$ cat config.mk
export PLATFORM = sky130hd
export DESIGN_NAME = array_flat
export DESIGN_NICKNAME = d
export VERILOG_FILES = /design/src/rtl/array_pkg.sv /design/src/rtl/array_if.sv /design/src/rtl/array_storage.sv /design/src/rtl/array.sv /design/src/flat_wrapper.sv
export SDC_FILE = /design/constraint.sdc
export NUM_CORES = 1
export LEC_CHECK = 0
export CAP_MARGIN = 5
export CORE_ASPECT_RATIO = 0.9
export CORE_MARGIN = 8
export CORE_UTILIZATION = 30
export DETAILED_ROUTE_END_ITERATION = 10
export GPL_TIMING_DRIVEN = 0
export HOLD_SLACK_MARGIN = 0.06
export SYNTH_ARGS = -nofsm -noshare
export SYNTH_HDL_FRONTEND = slang
export SYNTH_SLANG_ARGS = --single-unit
$ cat constraint.sdc
create_clock -name clk -period 2.7 [get_ports clk]
set_input_delay 0.54 -clock clk [delete_from_list [all_inputs] [get_ports clk]]
set_output_delay 0.54 -clock clk [all_outputs]
set_load 0.01 [all_outputs]
$ cat src/rtl/array_pkg.sv
// Shared constants and helpers for the indexed storage array.
package array_pkg;

  localparam int DEFAULT_WIDTH   = 12;
  localparam int DEFAULT_DEPTH   = 64;
  localparam int DEFAULT_INDEX_W = 6;

  // Address bits needed to select one of depth entries; never zero.
  function automatic int addr_w(input int depth);
    return (depth > 1) ? $clog2(depth) : 1;
  endfunction

endpackage

$ cat src/rtl/array_if.sv
// Put/get bus of the storage array; the requester drives master, the array is slave.
interface array_if
  import array_pkg::*;
#(
  parameter int WIDTH   = DEFAULT_WIDTH,
  parameter int INDEX_W = DEFAULT_INDEX_W
);

  logic               put;
  logic [INDEX_W-1:0] p_index;
  logic [WIDTH-1:0]   p_val;
  logic               get;
  logic [INDEX_W-1:0] g_index;
  logic [WIDTH-1:0]   g_val;
  logic               g_valid;
  logic               err;

  modport master (
    output put, p_index, p_val, get, g_index,
    input  g_val, g_valid, err
  );

  modport slave (
    input  put, p_index, p_val, get, g_index,
    output g_val, g_valid, err
  );

endinterface

$ cat src/rtl/array_storage.sv
// Entry registers with synchronous clear, one write port and one combinational read port.
module array_storage #(
  parameter int WIDTH = 12,
  parameter int DEPTH = 64,
  parameter int AW    = 6
) (
  input  logic             clk,
  input  logic             rst,
  input  logic             we,
  input  logic [AW-1:0]    waddr,
  input  logic [WIDTH-1:0] wdata,
  input  logic [AW-1:0]    raddr,
  output logic [WIDTH-1:0] rdata
);

  logic [WIDTH-1:0] mem [DEPTH];

  // NOTE: the entries must read as zero after reset, so the whole array is
  // cleared here; this rules out a RAM macro and builds it from flops.
  always_ff @(posedge clk) begin
    if (rst) begin
      for (int i = 0; i < DEPTH; i++) mem[i] <= '0;
    end else if (we) begin
      mem[waddr] <= wdata;
    end
  end

  assign rdata = mem[raddr];

endmodule

$ cat src/rtl/array.sv
// Indexed storage array: range checks, write-first bypass and registered read outputs.
module array
  import array_pkg::*;
#(
  parameter int WIDTH   = DEFAULT_WIDTH,
  parameter int DEPTH   = DEFAULT_DEPTH,
  parameter int INDEX_W = DEFAULT_INDEX_W
) (
  input logic   clk,
  input logic   rst,
  array_if.slave bus
);

  localparam int AW = addr_w(DEPTH);
  // One extra bit so DEPTH == 2**INDEX_W is still representable.
  localparam logic [INDEX_W:0] DEPTH_L = DEPTH[INDEX_W:0];

  logic             p_in_range;
  logic             g_in_range;
  logic             same_index;
  logic [WIDTH-1:0] rdata;
  logic [WIDTH-1:0] g_val_q;
  logic             g_valid_q;
  logic             err_q;

  assign p_in_range = {1'b0, bus.p_index} < DEPTH_L;
  assign g_in_range = {1'b0, bus.g_index} < DEPTH_L;
  assign same_index = bus.put && p_in_range && (bus.p_index == bus.g_index);

  array_storage #(
    .WIDTH (WIDTH),
    .DEPTH (DEPTH),
    .AW    (AW)
  ) u_storage (
    .clk   (clk),
    .rst   (rst),
    .we    (bus.put && p_in_range),
    .waddr (bus.p_index[AW-1:0]),
    .wdata (bus.p_val),
    .raddr (bus.g_index[AW-1:0]),
    .rdata (rdata)
  );

  // NOTE: non-blocking assignments keep every register sampling pre-edge
  // values, so the order of statements below does not matter.
  always_ff @(posedge clk) begin
    if (rst) begin
      g_val_q   <= '0;
      g_valid_q <= 1'b0;
      err_q     <= 1'b0;
    end else begin
      g_valid_q <= bus.get;
      err_q     <= (bus.put && !p_in_range) || (bus.get && !g_in_range);
      if (bus.get) begin
        if (!g_in_range)     g_val_q <= '0;
        else if (same_index) g_val_q <= bus.p_val;
        else                 g_val_q <= rdata;
      end
    end
  end

  assign bus.g_val   = g_val_q;
  assign bus.g_valid = g_valid_q;
  assign bus.err     = err_q;

endmodule

$ cat src/flat_wrapper.sv
// flat-port wrapper written by rule: the top's interface ports become plain ports
module array_flat import array_pkg::*;
#(
  parameter int WIDTH   = DEFAULT_WIDTH,
  parameter int DEPTH   = DEFAULT_DEPTH,
  parameter int INDEX_W = DEFAULT_INDEX_W
)
  (clk, rst, bus_put, bus_p_index, bus_p_val, bus_get, bus_g_index, bus_g_val, bus_g_valid, bus_err);
  array_if #(.WIDTH(WIDTH), .INDEX_W(INDEX_W)) bus_i ();
  input logic clk;
  input logic rst;
  input wire logic [$bits(bus_i.put)-1:0] bus_put;
  input wire logic [$bits(bus_i.p_index)-1:0] bus_p_index;
  input wire logic [$bits(bus_i.p_val)-1:0] bus_p_val;
  input wire logic [$bits(bus_i.get)-1:0] bus_get;
  input wire logic [$bits(bus_i.g_index)-1:0] bus_g_index;
  output wire logic [$bits(bus_i.g_val)-1:0] bus_g_val;
  output wire logic [$bits(bus_i.g_valid)-1:0] bus_g_valid;
  output wire logic [$bits(bus_i.err)-1:0] bus_err;
  assign bus_i.put = bus_put;
  assign bus_i.p_index = bus_p_index;
  assign bus_i.p_val = bus_p_val;
  assign bus_i.get = bus_get;
  assign bus_i.g_index = bus_g_index;
  assign bus_g_val = bus_i.g_val;
  assign bus_g_valid = bus_i.g_valid;
  assign bus_err = bus_i.err;
  array #(.WIDTH(WIDTH), .DEPTH(DEPTH), .INDEX_W(INDEX_W)) u_core (.clk(clk), .rst(rst), .bus(bus_i));
endmodule
==> flow_summary.ini <==
[outcome]
status = finished with violations
violations = negative setup slack

[sta]
tns_ps = -793
setup_ws_ps = -98.0
finalMaxSlewViolations = 0
rsz0062_at_grt = yes
finalCritPeriodShare = 1.04
setup_viol = 29
worst_pin_slew_ps = 1340
max_freq_mhz = 357
hold_viol = 0
slew_headroom = 0.107
fin_skew_ps = 32.0
layout_min_cycle_time_ps = 2800

[die]
die_area_um2 = 133000
die_h_um = 347
rows = 121
die_w_um = 384
io_pins = 42
start_util = 0.302
core_area_um2 = 121000

[critical_path]
critPathMaxFanout = 10
r2r_end = u_core.bus.g_val[3]$_SDFFE_PP0P_
path_class = primary input to flip-flop
r2r-start = u_core.u_storage.mem[25][3]$_SDFFCE_PN0P_
ff2ff_path_depth = 5
critPathCaptureType = flip-flop
cp-startpoint = bus_g_index[5]
cp.arrival_ps = 3300
startpoint_type = primary input
ff2ff_setup_slack_ps = 490
critPathRequiredTime_ps = 3200

[detailed_routing]
route.detailed.drc = 0
dr.pass1.iters = 5
final_antenna_net_count = 0
routed_wl_um = 129000
post_drt_via_cell_ratio = 5.23
vias = 22400
drt_iter0_drc = 3105
wire_per_inst_um = 30.0

[placed_design]
dpl.hpwl_um = 88600
gp_congestion = 0.980
port_buffers = 19
placed_area_um2 = 38700

[grt]
grt_pass1_vias = 21400
grt_use_met3 = 0.0466
grt_first_pass_wirelength_um = 176000
antenna_found_initial = 14
met2_usage = 0.277
grt_busiest_layer = met2
grt.overflow.total = 0
grt_max_degree = 14
grt_util_all_layers = 0.188
grt.met1_usage = 0.266

[yosys]
syn_nets = 2540
ys.flop_type = edfxtp_1
yosysSeqAreaShare = 0.639
avgSynthCellArea_um2 = 14.5
syn_inst = 2512
ys_ff_latch = 781
synth_area_um2 = 36500
synth.distinct_cells = 50
synth_area_leaders = edfxtp_1 (63%), and2_1 (13%), mux4_2 (7.3%), mux2i_1 (5.0%), clkbuf_1 (1.8%)
yosysWarnings = 0
yosysTopAreaCell = edfxtp_1
synth_top_area_share = 0.632
postSynth.asyncResetShare = 0
synth_edf_count = 768

[clock_tree]
cts_made_buffers = 87
cts_tree = done
clkTransAtPathRegs_ps = 60
cts_hold_buf = 0
cts-root-buf = clkbuf_16
clockBufferDepth = 3
htree_levels = 3
clock_sinks = 781
clk_latency_ps = 670
cts_setup_buffers = 0

[min_path]
min-delay-path-class = primary input to flip-flop
holdPathEnd = u_core.u_storage.mem[20][2]$_SDFFCE_PN0P_
whs_path_depth = 2
hp-start = bus_p_val[2]

[power_and_ir_drop]
leakage_uw = 0.0144
ir_drop_mv = 0.445
power_density_nw_per_um2 = 678

[layout]
regArea_um2 = 23300
nets = 2648
n_fill_cell = 11600
multiInputGateArea_um2 = 12000
drive_gt1_frac = 0.157
area_growth_syn_to_layout_pct = 13.8
fin_area_um2 = 41600

[run]
drv_cap = 0
==> where the power goes <==
| group | total, uW | switching [uW] | internal [uW] |
|---|---|---|---|
| sequential | 14100 | 210 | 13900 |
| clock | 11500 | 5050 | 6470 |
| combinational | 2520 | 1710 | 806 |
==> final cells by class <==
type | count | area share
Antenna cell | 4 | 0.000241
Buffer | 241 | 0.0316
Clock buffer | 106 | 0.0546
Clock inverter | 47 | 0.00963
Inverter | 4 | 0.000361
Multi-Input combinational cell | 1485 | 0.289
Sequential cell | 781 | 0.561
Tap cell | 1599 | 0.0481
Timing Repair Buffer | 20 | 0.00494
==> what timing repair did <==
item,CTS,global route
endpoints found under the setup margin,152,305
gates cloned,0,0
resized for setup,24,43
endpoints found under the hold margin,0,0
==> cells in the final DEF, fill, tap and decap left out, types with 6 or more instances in the layout <==
| cell | n |
|---|---|
| or4_1 | 10 |
| buf_2 | 9 |
| a22oi_1 | 71 |
| o21ai_0 | 15 |
| clkbuf_16 | 88 |
| clkbuf_1 | 176 |
| mux2i_2 | 12 |
| nand2_1 | 13 |
| clkbuf_2 | 17 |
| xnor2_1 | 6 |
| buf_6 | 20 |
| buf_4 | 24 |
| and2_1 | 768 |
| mux2i_1 | 167 |
| nand3_1 | 8 |
| edfxtp_1 | 768 |
| or2_2 | 68 |
| clkinv_1 | 15 |
| a21oi_1 | 31 |
| dfxtp_1 | 13 |
| a211oi_1 | 8 |
| mux4_1 | 9 |
| nor2_1 | 96 |
| nor3_1 | 7 |
| mux4_2 | 118 |
| o22ai_1 | 17 |
| clkdlybuf4s50_1 | 19 |
| clkinv_2 | 19 |
==> critical path, stage by stage <==
cell and delay (ps):
clkdlybuf4s50_1 570, clkbuf_2 370, nand2_1 260, clkbuf_2 330, a21oi_1 170, or4_1 580, a211oi_2 460
==> cells by family after synthesis <==
family / count (synthesis) / share of synthesized area
AOI/OAI and AO/OA: 157 / 0.0287
buffers and inverters: 246 / 0.0350
other: 1 / 0.000103
and+or+nand+nor: 1009 / 0.166
xor gates and xnor gates: 6 / 0.00144
DFF: 781 / 0.639
muxes: 312 / 0.130
==> worst max-delay path by stage <==
stage | endpoint | slack, ps | cells past startpoint
2_1_floorplan | u_core.bus.g_val[3]$_SDFFE_PP0P_ | 400 | 8
3_3_place_gp | u_core.bus.g_val[6]$_SDFFE_PP0P_ | -1260 | 7
3_5_place_dp | u_core.bus.g_val[6]$_SDFFE_PP0P_ | -1230 | 7
4_1_cts | u_core.bus.g_val[8]$_SDFFE_PP0P_ | 2 | 10
5_1_grt | u_core.bus.g_val[7]$_SDFFE_PP0P_ | -100 | 9
6_report | u_core.bus.g_val[6]$_SDFFE_PP0P_ | -100 | 7
==> layer usage <==
metal,vias to the layer above,wire length (um)
li1,9344,-
met1,11600,54300
met2,1260,55300
met3,230,13700
met4,4,5440
met5,-,18
==> Yosys cell counts (4+ instances only) <==
cell type	n
buf_4	29
dfxtp_1	13
a211oi_1	9
nor2b_1	5
buf_2	11
a31oi_1	4
buf_12	5
nand3b_1	4
nand3_1	9
edfxtp_1	768
nor2_1	97
nor3_1	8
a22oi_1	71
clkbuf_1	176
inv_1	4
o22ai_1	17
and2_1	768
mux4_2	118
nand2b_1	6
or3_1	5
mux2i_1	182
xnor2_1	6
or2_2	69
nand4_1	4
a21oi_1	31
o21ai_0	15
buf_6	15
nand2_1	14
or4_1	10
mux4_1	9
==> registers in the layout, indices dropped and copies added (netlist names) <==
| signal | count |
|---|---|
| u_core.u_storage.mem | 768 |
| u_core.bus.g_val | 12 |
| u_core.bus.g_valid | 1 |
==> metrics by stage <==
stage           util  hold slack [ps]  setup WS [ps]  std cells  total power, uW
3_5_place_dp   0.320              645          -1230       4130            16800
2_1_floorplan      -              582            404       2512            15600
5_1_grt        0.344              450           -103       4283            28700
4_1_cts        0.343              412           1.62       4282            28100
6_report       0.344              459          -98.0       4287            28200
3_3_place_gp   0.320              648          -1260       4130            16800
No activity file was read; power rests on OpenSTA's default activity.
==> variant, RTL diff (config.mk and constraints unchanged) <==
`DEFAULT_INDEX_W`: 6 -> 8.
--- a/src/rtl/array_pkg.sv
+++ b/src/rtl/array_pkg.sv
@@ -4,5 +4,5 @@
   localparam int DEFAULT_WIDTH   = 12;
   localparam int DEFAULT_DEPTH   = 64;
-  localparam int DEFAULT_INDEX_W = 6;
+  localparam int DEFAULT_INDEX_W = 8;
 
   // Address bits needed to select one of depth entries; never zero.
Ports: changed (resized bus_g_index and bus_p_index); port bits go from 42 to 46. No check against the original RTL was run, so the function may have changed too.
==> variant against the unedited design <==
  * The run still ends with negative setup slack left
  * Non-clock buffer count is 24 higher
  * Hold slack got worse by 0.022 ns
  * Worst setup slack got worse by 0.011 ns
  * Via count up 6.0%
  * Cell area is 1.4% higher
  * Sequential cell count up 1
  * Synthesized cell count rose by 1.8%
  * Clock skew decreased by 0.0060 ns
  * Count of clock-buffer cells in the layout rose by 1
  * Wire length is 1.2% lower
  * Area after synthesis down 0.94%
  * Total power fell by 0.16%
  * Critical path type unchanged
  * Largest cell class unchanged
==> variant: results (changes against the unedited design) <==
* Largest Register: u_core.u_storage.mem
* Vias in the first global route at 23.3k (+9.0%)
* Worst Clk Skew at 0.0259 ns (-0.00605 ns)
* Slew headroom at 5.19% (-5.5 points)
* Sequential-to-total area share from yosys stat at 64.5% (+0.66 points)
* Tightest Hold Check Type: in -> reg
* Initial antenna violation count at 5 (-9)
* Crit path max-delay family: buffers and inverters
* Filler instances at 11.6k (+0.052%)
* CP max-delay cell: a22oi_1
* Critical Path AT at 3.34 ns (+0.04 ns)
* Status: complete, but fails checks
* First-pass GRT wire length at 177000 um (+0.48%)
* Detail Placement HPWL at 89900 um (+1.5%)
* Synth cell types at 53 (+6.0%)
* Crit path launch: bus_g_index[2]
* Top cells by area, synth: edfxtp_1 64%, and2_1 8.0%, mux4_2 7.5%, mux2i_1 5.0%, nor3_1 4.3%
* Initial drt markers at 3400 (+9.5%)
* Pre-CTS WS at -2.40 ns (-1.17 ns)
* Clock buffer depth at 3 (unchanged)
* Drt pass-1 iters at 8 (+3)
* Total track usage at 18.6% (-0.17 points)
* Layout cell share with drive strength beyond 1 at 19.0% (+3.3 points)
* Post-synth EDFFs at 768 (unchanged)
* Failing checks: negative setup slack
* Number of port buffers at 34 (+15)
* Max reg flops at 768 (unchanged)
* Worst Slack Setup Final at -0.109 ns (-0.0106 ns)
* Final setup viols at 17 (-41%)
* Fin nets at 2713 (+2.5%)
* Clock transition at path regs at 0.06 ns (about the same)
* Async set-reset flop share out of synthesis at 0% (unchanged)
* Clock Tree Root: clkbuf_16
* Number of CTS-inserted buffers at 84 (-3.4%)
* Routed length per instance at 29.3 um (-2.4%)
* Final RePlAce weighted congestion at 1.03 (+5.0%)
* Max incr delay on CP at 0.51 ns (-0.07 ns)
* CP Max Fanout at 10 (unchanged)
* H-tree Lvls at 3 (unchanged)
* Leak Pwr at 13.8 nW (-4.5%)
* Worst r2r src: u_core.u_storage.mem[23][3]
* Mapped Nets at 2588 (+1.9%)
* Largest net degree at the start of global routing at 15 (+1)
* Final non-filler cell total at 4343 (+1.3%)
* Post-Syn Area per Cell at 14.1 sq um (-2.6%)
* Synth cell count leaders: 768 x edfxtp_1, 461 x and2_1, 309 x nor3_1, 180 x mux2i_1, 175 x clkbuf_1
* Max IR drop VDD at 0.000440 V (-1.2%)
* Residual DRC at 0 (unchanged)
* Internal at 21.2 mW (about the same)
* Via density at 5.47 (+4.6%)
* Hold_sp: bus_p_val[0]
* DP Cell Count at 4191 (+1.5%)
* Syn. warnings at 0 (unchanged)
* Worst skew pair latency at about 0.66 ns
* Setup TNS at -0.423 ns (+0.370 ns)
variant: cell type report:
class | instances | area [sq um] | area share, %
antenna | 1 | 2.50 | 0.00594
buffer | 244 | 1330 | 3.15
clock buffer | 107 | 2260 | 5.37
clock inverter | 41 | 384 | 0.912
inverter | 6 | 22.5 | 0.0535
multi-input combinational | 1522 | 12300 | 29.3
sequential | 782 | 23300 | 55.4
tap | 1599 | 2000 | 4.75
timing repair buffer | 41 | 434 | 1.03
variant: power groups by stage:
| stage | sequential, mW | clock, mW | combinational (mW) |
|---|---|---|---|
| final | 14.1 | 11.4 | 2.62 |
| after global routing | 14.1 | 11.8 | 2.67 |
| after detailed placement | 14.3 | 0 | 2.41 |
| after floorplan | 14.2 | 0 | 1.34 |
| after CTS | 14.1 | 11.4 | 2.52 |
| after global placement | 14.3 | 0 | 2.38 |
variant: kinds of logic after synthesis:
logic type             Yosys count  share of synthesized area, %
AND/OR/NAND/NOR               1040                          16.0
flip-flops                     782                          64.5
multiplexers                   302                          12.5
buffers and inverters          252                          3.25
AO/OA/AOI/OAI                  173                          3.51
XOR/XNOR                         7                         0.190
variant: final timing paths:
check | to | slack [ns] | depth (start not counted)
max | u_core.bus.g_val[0] | -0.11 | 8
min | u_core.u_storage.mem[20][0] | 0.44 | 2
max reg2reg | u_core.bus.g_val[3] | 0.34 | 6
min reg2reg | u_core.bus.g_val[2] | 0.47 | 2
variant: stage by stage:
stage	utilization (%)	area, sq um
after global routing	35.0	42100
final	35.0	42100
after global placement	32.0	38500
after floorplan	-	36200
after detailed placement	32.0	38600
after CTS	34.8	41900
variant: worst reg2reg max path, cell delays in order (launching register included):
cell and delay, ns:
edfxtp_1 0.40, mux4_2 0.49, mux2i_1 0.34, nor2_1 0.09, a311oi_1 0.44, o22ai_1 0.19
a221o_1 0.32
variant: what timing repair did:
| action | CTS | global route |
|---|---|---|
| endpoints found under the hold margin | 0 | 0 |
| setup endpoints to repair | 1125 | 669 |
| pin swaps | 3 | 6 |
| gates resized for setup | 200 | 106 |
| setup buffers | 4 | 1 |
variant: layer usage:
layer	up-vias	GRT usage, %	share of wire (%)
li1	9868	-	-
met1	12200	25.7	41
met2	1430	26.3	42
met3	227	7.12	13
met4	2	6.84	3.8
met5	-	0	0.010
